`src/rtl/byte_unstriping_pkg.sv`:
```
// Shared definitions for the byte unstriping block: lane count, default
// widths and the serializer state encoding.
package byte_unstriping_pkg;

  localparam int LANES     = 4;
  localparam int DEF_WIDTH = 8;
  localparam int DEF_DEPTH = 2;

  typedef enum logic {
    ST_IDLE = 1'b0,
    ST_EMIT = 1'b1
  } state_t;

endpackage

```
`src/rtl/byte_unstriping_lane_fifo.sv`:
```
// Per-lane deskew FIFO. One clock, DEPTH entries (power of two).
// Ports:
//   i_clk, i_rst   clock, async active-high reset
//   i_push/i_pop   write/read strobes; a push on a full FIFO is taken only
//                  when the same edge pops
//   i_data_in      write data
//   o_data_out     head entry (combinational read)
//   o_count        registered occupancy, 0..DEPTH
//   o_full/o_empty occupancy flags derived from o_count
module byte_unstriping_lane_fifo #(
  parameter int WIDTH = 8,
  parameter int DEPTH = 2
) (
  input  logic                     i_clk,
  input  logic                     i_rst,
  input  logic                     i_push,
  input  logic                     i_pop,
  input  logic [WIDTH-1:0]         i_data_in,
  output logic [WIDTH-1:0]         o_data_out,
  output logic [$clog2(DEPTH):0]   o_count,
  output logic                     o_full,
  output logic                     o_empty
);

  localparam int AW = $clog2(DEPTH);
  localparam int CW = AW + 1;

  logic [WIDTH-1:0] r_mem [DEPTH];
  logic [AW-1:0]    r_wptr, r_rptr;
  logic [CW-1:0]    r_count;
  logic             w_push_ok, w_pop_ok;

  assign o_full     = (r_count == CW'(DEPTH));
  assign o_empty    = (r_count == '0);
  assign o_count    = r_count;
  assign o_data_out = r_mem[r_rptr];

  // A simultaneous pop frees the slot the push lands in.
  assign w_push_ok = i_push & (~o_full | i_pop);
  assign w_pop_ok  = i_pop & ~o_empty;

  always_ff @(posedge i_clk) begin
    if (w_push_ok) r_mem[r_wptr] <= i_data_in;
  end

  // Pointers are AW bits wide so they wrap modulo DEPTH on their own.
  always_ff @(posedge i_clk or posedge i_rst) begin
    if (i_rst) begin
      r_wptr  <= '0;
      r_rptr  <= '0;
      r_count <= '0;
    end else begin
      if (w_push_ok) r_wptr <= r_wptr + AW'(1);
      if (w_pop_ok)  r_rptr <= r_rptr + AW'(1);
      case ({w_push_ok, w_pop_ok})
        2'b10:   r_count <= r_count + CW'(1);
        2'b01:   r_count <= r_count - CW'(1);
        default: r_count <= r_count;
      endcase
    end
  end

endmodule

```
`src/rtl/byte_unstriping.sv`:
```
// Four-lane receive reassembly. Each lane's bytes are deskewed in a small
// FIFO; once every lane holds a byte, one byte per lane is popped into a
// holding register and emitted in lane order 0,1,2,3.
// Ports:
//   i_clk, i_rst           clock, async active-high reset
//   i_lane0_in..i_lane3_in lane bytes
//   i_lane_valid           bit i qualifies lane i this cycle
//   o_data_out             reassembled byte (0 when o_valid_out low)
//   o_valid_out            o_data_out carries a byte
//   o_overflow             sticky: a lane byte was dropped on a full FIFO
//   o_busy                 serializer is emitting a group
module byte_unstriping
  import byte_unstriping_pkg::*;
#(
  parameter int WIDTH = DEF_WIDTH,
  parameter int DEPTH = DEF_DEPTH
) (
  input  logic             i_clk,
  input  logic             i_rst,
  input  logic [WIDTH-1:0] i_lane0_in,
  input  logic [WIDTH-1:0] i_lane1_in,
  input  logic [WIDTH-1:0] i_lane2_in,
  input  logic [WIDTH-1:0] i_lane3_in,
  input  logic [LANES-1:0] i_lane_valid,
  output logic [WIDTH-1:0] o_data_out,
  output logic             o_valid_out,
  output logic             o_overflow,
  output logic             o_busy
);

  localparam int CW = $clog2(DEPTH) + 1;

  logic [LANES-1:0][WIDTH-1:0] w_lane_in, w_fifo_dout;
  logic [LANES-1:0][CW-1:0]    w_count;
  logic [LANES-1:0]            w_full, w_empty;
  logic                        w_ready, w_pop;
  logic                        w_unused;

  state_t                      r_state, w_state_nxt;
  logic [1:0]                  r_cnt, w_cnt_nxt, w_cnt_inc;
  logic [LANES-1:0][WIDTH-1:0] r_hold, w_hold_nxt;
  logic [WIDTH-1:0]            r_data, w_data_nxt;
  logic                        r_ovf;

  assign w_lane_in = {i_lane3_in, i_lane2_in, i_lane1_in, i_lane0_in};
  assign w_unused  = ^w_empty;

  for (genvar gi = 0; gi < LANES; gi++) begin : g_lane
    byte_unstriping_lane_fifo #(
      .WIDTH (WIDTH),
      .DEPTH (DEPTH)
    ) u_fifo (
      .i_clk      (i_clk),
      .i_rst      (i_rst),
      .i_push     (i_lane_valid[gi]),
      .i_pop      (w_pop),
      .i_data_in  (w_lane_in[gi]),
      .o_data_out (w_fifo_dout[gi]),
      .o_count    (w_count[gi]),
      .o_full     (w_full[gi]),
      .o_empty    (w_empty[gi])
    );
  end

  // Group ready: every lane holds at least one byte.
  always_comb begin
    w_ready = 1'b1;
    for (int i = 0; i < LANES; i++)
      if (w_count[i] == '0) w_ready = 1'b0;
  end

  // Next-state logic. A pop happens from IDLE, or on the last byte of a
  // group so the next group follows with no gap.
  always_comb begin
    w_state_nxt = r_state;
    w_pop       = 1'b0;
    case (r_state)
      ST_IDLE: begin
        if (w_ready) begin
          w_pop       = 1'b1;
          w_state_nxt = ST_EMIT;
        end
      end
      ST_EMIT: begin
        if (r_cnt == 2'd3) begin
          if (w_ready) w_pop = 1'b1;
          else         w_state_nxt = ST_IDLE;
        end
      end
      default: w_state_nxt = ST_IDLE;
    endcase
  end

  // Next registered outputs. The byte for counter=0 comes straight from
  // the FIFO heads so lane 0 appears on the same edge as the pop.
  assign w_cnt_inc = r_cnt + 2'd1;

  always_comb begin
    w_cnt_nxt  = r_cnt;
    w_hold_nxt = r_hold;
    w_data_nxt = '0;
    if (w_pop) begin
      w_hold_nxt = w_fifo_dout;
      w_cnt_nxt  = 2'd0;
      w_data_nxt = w_fifo_dout[0];
    end else if (w_state_nxt == ST_EMIT) begin
      w_cnt_nxt  = w_cnt_inc;
      w_data_nxt = r_hold[w_cnt_inc];
    end
  end

  always_ff @(posedge i_clk or posedge i_rst) begin
    if (i_rst) begin
      r_state <= ST_IDLE;
      r_cnt   <= '0;
      r_hold  <= '0;
      r_data  <= '0;
      r_ovf   <= 1'b0;
    end else begin
      r_state <= w_state_nxt;
      r_cnt   <= w_cnt_nxt;
      r_hold  <= w_hold_nxt;
      r_data  <= w_data_nxt;
      // Drop: valid on a full lane whose FIFO is not popped this edge.
      r_ovf   <= r_ovf | (|(i_lane_valid & w_full & ~{LANES{w_pop}}));
    end
  end

  assign o_data_out  = r_data;
  assign o_valid_out = (r_state == ST_EMIT);
  assign o_busy      = (r_state == ST_EMIT);
  assign o_overflow  = r_ovf;

endmodule

```
`config.mk`:
```
export PLATFORM = sky130hd
export DESIGN_NAME = byte_unstriping
export DESIGN_NICKNAME = d
export VERILOG_FILES = /design/src/rtl/byte_unstriping_pkg.sv /design/src/rtl/byte_unstriping_lane_fifo.sv /design/src/rtl/byte_unstriping.sv
export SDC_FILE = /design/constraint.sdc
export NUM_CORES = 1
export LEC_CHECK = 0
export BUFFER_PORTS_ARGS = -buffer_cell sky130_fd_sc_hd__buf_2
export CAP_MARGIN = 5
export CORE_UTILIZATION = 45
export DETAILED_ROUTE_END_ITERATION = 7
export HOLD_SLACK_MARGIN = 0.02
export PLACE_DENSITY = 0.74
export SYNTH_ARGS = -nofsm -noshare
export SYNTH_HDL_FRONTEND = slang
export SYNTH_HIERARCHICAL = 1
export SYNTH_SLANG_ARGS = --single-unit
```
`constraint.sdc`:
```
create_clock -name i_clk -period 2.29 [get_ports i_clk]
set_input_delay 0.229 -clock i_clk [delete_from_list [all_inputs] [get_ports i_clk]]
set_output_delay 0.229 -clock i_clk [all_outputs]
set_load 0.05 [all_outputs]
```
==> out/qor.csv <==
stage,metric,value,unit
outcome,outcome,finished clean,
power,finalPower,9.88,mW
clock_network,htreeDepth,4,
power,swShare,30.7,%
power,power_switching,3.03,mW
critical_path,startpoint,g_lane[2].u_fifo/o_count[1]$_DFFE_PP0P_,
finish,areaGrowthSynthToFinish,27.2,%
global_route,grt_overflow_total,0,
clock_network,ctsLongestPathBuffers,2,
clock_network,clk_pin_slew,0.05,ns
finish,antenna_cells,0,
placed_design,placedCellCount,487,
critical_path,critPathKind,flip-flop to flip-flop,
worst_hold_path,hold_path_startpoint,i_lane_valid[3],
power,comb_power_share,33.8,%
timing,fin_crit,1.90,ns
placed_design,gp_congestion,0.819,
die,core,0.0109,mm²
clock_network,root_buffer,clkbuf_16,
global_route,grt_pass1_vias,2872,
yosys,ys_warn_count,6,
finish,mostFrequentLayoutCell,edfxtp_1,
yosys,synth-seq-area-share,67.3,%
clock_network,cts_tree,done,
timing,setup_viol_count_final,0,
power,p_leak,2.66,nW
drt,drc,0,
power,cellPowerDensity,1530,mW/mm²
die,die_w,108,µm
placed_design,dp_hpwl,6.22,mm
die,rows,38,
global_route,track_usage,17.4,%
drt,viasPerCell,4.91,
timing,slew_headroom,54.1,%
critical_path,r2r_slack,0.39,ns
placed_design,io_buffer_count,48,
critical_path,slowest_stage,dfrtp_1,
finish,drive_above_1_share,41.5,%
timing,tns,0,ns
timing,max_freq,0.526,GHz
global_route,antenna_found_initial,0,
yosys,synth.distinct_cells,28,
worst_hold_path,hp-class,input port to flip-flop,
clock_network,cts_setup_buffers,0,
timing,holdWs,0.137,ns
drt,ant_nets,0,
job,maxCapViolCount,0,
critical_path,r2r_start,g_lane[2].u_fifo/o_count[1]$_DFFE_PP0P_,
clock_network,clk_latency,0.40,ns
die,start_util,46.5,%
drt,wl_per_cell,16.2,µm
global_route,grt_max_degree,24,
power,clkPwrFrac,27.7,%
critical_path,cp-start-kind,flip-flop,
drt,drtIter0Drc,109,
critical_path,path_max_fanout,6,
critical_path,worstSetupEndpointType,flip-flop,
die,ioPinCount,49,
timing,worst_pin_slew,0.684,ns
finish,mostFrequentLayoutCells,"edfxtp_1 (64), dfrtp_1 (60), mux2_2 (58), buf_2 (48), dlygate4sd3_1 (33)",
yosys,syn_avg_cell_area,17.2,µm²
yosys,netlist_instances,295,
finish,stdcell_count,552,
timing,final_hold_viol_count,0,
power,max-vdd-ir-drop,0.000610,V
timing,fin_crit_sh,83.1,%
power,internal_power,6.85,mW
clock_network,numCtsBuffers,17,
critical_path,path_cells,o22ai_1 -> nor3_4 -> buf_4 -> nor2b_2 -> ha_1 -> nor2_1 -> xor2_1,
timing,rsz0062_at_grt,no,
die,dieArea,0.0117,mm²
placed_design,post_dp_cell_area,0.00554,mm²
yosys,synth_area,0.00509,mm²
timing,fin_skew,0.00586,ns
clock_network,cts_resized,0,
global_route,grt_first_pass_wirelength,14.7,mm
yosys,syn_nets,338,
finish,finalInstanceArea,0.00647,mm²
finish,num-fill-cells,822,
critical_path,cp.arrival,2.23,ns
clock_network,clkSinkCount,124,
yosys,synth-seq-cells,124,
power,seqPwrFrac,38.6,%
drt,vias,2710,
timing,slew_viol_final,0,
drt,first_pass_iters,4,
drt,routed_wl,8.93,mm
critical_path,crit_path_max_incr_delay,0.43,ns
critical_path,required,2.61,ns
die,fp.dieH,108,µm
finish,fin_nets,442,
-- what timing repair did --
action / 4_1_cts / 5_1_grt
hold endpoints to repair: 97 / 0
endpoints found under the setup margin: 0 / 0
hold buffers: 33 / 0
-- logic make-up after synthesis --
family,count (synthesis),synth area share (%)
AO/OA/AOI/OAI,20,3.81
XOR/XNOR,20,3.44
adder cells (fa/ha/maj),5,1.23
buffers and inverters,25,2.58
flip-flops,124,67.3
multiplexers,73,17.9
AND/OR/NAND/NOR,28,3.74
-- cell usage after synthesis --
cell,n,share of area (%)
a221oi_1,1,0.17
a22o_1,9,1.5
buf_2,6,0.59
buf_4,2,0.30
buf_6,3,0.66
clkbuf_1,1,0.074
dfrtp_1,60,30
edfxtp_1,64,38
ha_1,5,1.2
inv_1,13,0.96
mux2_1,6,1.3
mux2_2,58,13
mux2i_1,1,0.20
mux4_2,8,3.5
nand2_1,1,0.074
nand2b_1,1,0.12
nand2b_4,4,1.1
nor2_1,16,1.2
nor2b_2,4,0.69
nor2b_4,1,0.27
nor3_4,1,0.32
o21ai_0,3,0.30
o21ai_4,4,1.3
o21bai_1,1,0.15
o22ai_1,1,0.12
o22ai_2,1,0.25
xnor2_1,12,2.1
xor2_1,8,1.4
-- path summary, 6_finish.rpt --
| check | to | cells after the start |
|---|---|---|
| setup / recovery | g_lane[0].u_fifo/o_count[1]$_DFFE_PP0P_ | 7 |
| hold reg to reg | o_overflow$_DFF_PP0_ | 1 |
| setup reg to reg | g_lane[0].u_fifo/o_count[1]$_DFFE_PP0P_ | 7 |
| min in group asynchronous | g_lane[3].u_fifo/r_rptr$_DFFE_PP0P_ | 3 |
| hold / removal | g_lane[3].u_fifo/r_wptr$_DFFE_PP0N_ | 3 |
| max in group asynchronous | r_hold[18]$_DFFE_PP0P_ | 4 |
-- through the flow --
stage / util, % / worst slack (ns)
final: 59.2 / 0.387
after detailed placement: 50.7 / 0.409
after CTS: 59.2 / 0.384
after global placement: 50.7 / 0.430
after global routing: 59.2 / 0.253
after floorplan: - / 0.0685
-- registers in the layout (all words and copies together) (netlist names) --
| name | cells |
|---|---|
| g_lane.u_fifo/r_rptr | 4 |
| g_lane.u_fifo/o_count | 8 |
| r_cnt | 2 |
| r_hold | 32 |
| o_overflow | 1 |
| g_lane.u_fifo/r_wptr | 4 |
| o_busy | 1 |
| o_data_out | 8 |
| g_lane.u_fifo/r_mem | 64 |
-- metal layers --
metal | track usage [%] | wire (µm) | up-vias
met5 | 0 | 0 | -
met4 | 7.53 | 137 | 0
met3 | 5.36 | 269 | 11
met2 | 27.4 | 4320 | 43
met1 | 22.3 | 4200 | 1367
li1 | - | - | 1289
-- worst max-delay path, delay by kind of cell, from the launching register on --
family,cells,cell delay [ns]
DFF,1,0.43
and+or+nand+nor,3,0.36
AOI/OAI and AO/OA,1,0.35
adders and majority gates,1,0.33
buffers and inverters,1,0.18
xor gates and xnor gates,1,0.16
-- power groups by stage --
stage	sequential [mW]	combinational [mW]	clock [mW]
after floorplan	3.83	2.56	0
final	3.81	3.33	2.74
after global routing	3.92	3.61	2.89
after detailed placement	3.85	3.28	0
after global placement	3.81	3.19	0
after CTS	3.82	3.37	2.79
-- layout make-up --
type,count,area (µm²),area share (%)
Clock buffer,23,458,7.08
Multi-Input combinational cell,146,1530,23.7
Clock inverter,9,144,2.22
Tap cell,140,175,2.71
Timing Repair Buffer,97,691,10.7
Sequential cell,124,3420,52.9
Inverter,13,48.8,0.754
Note: power is estimated with default switching activity, not from simulation.
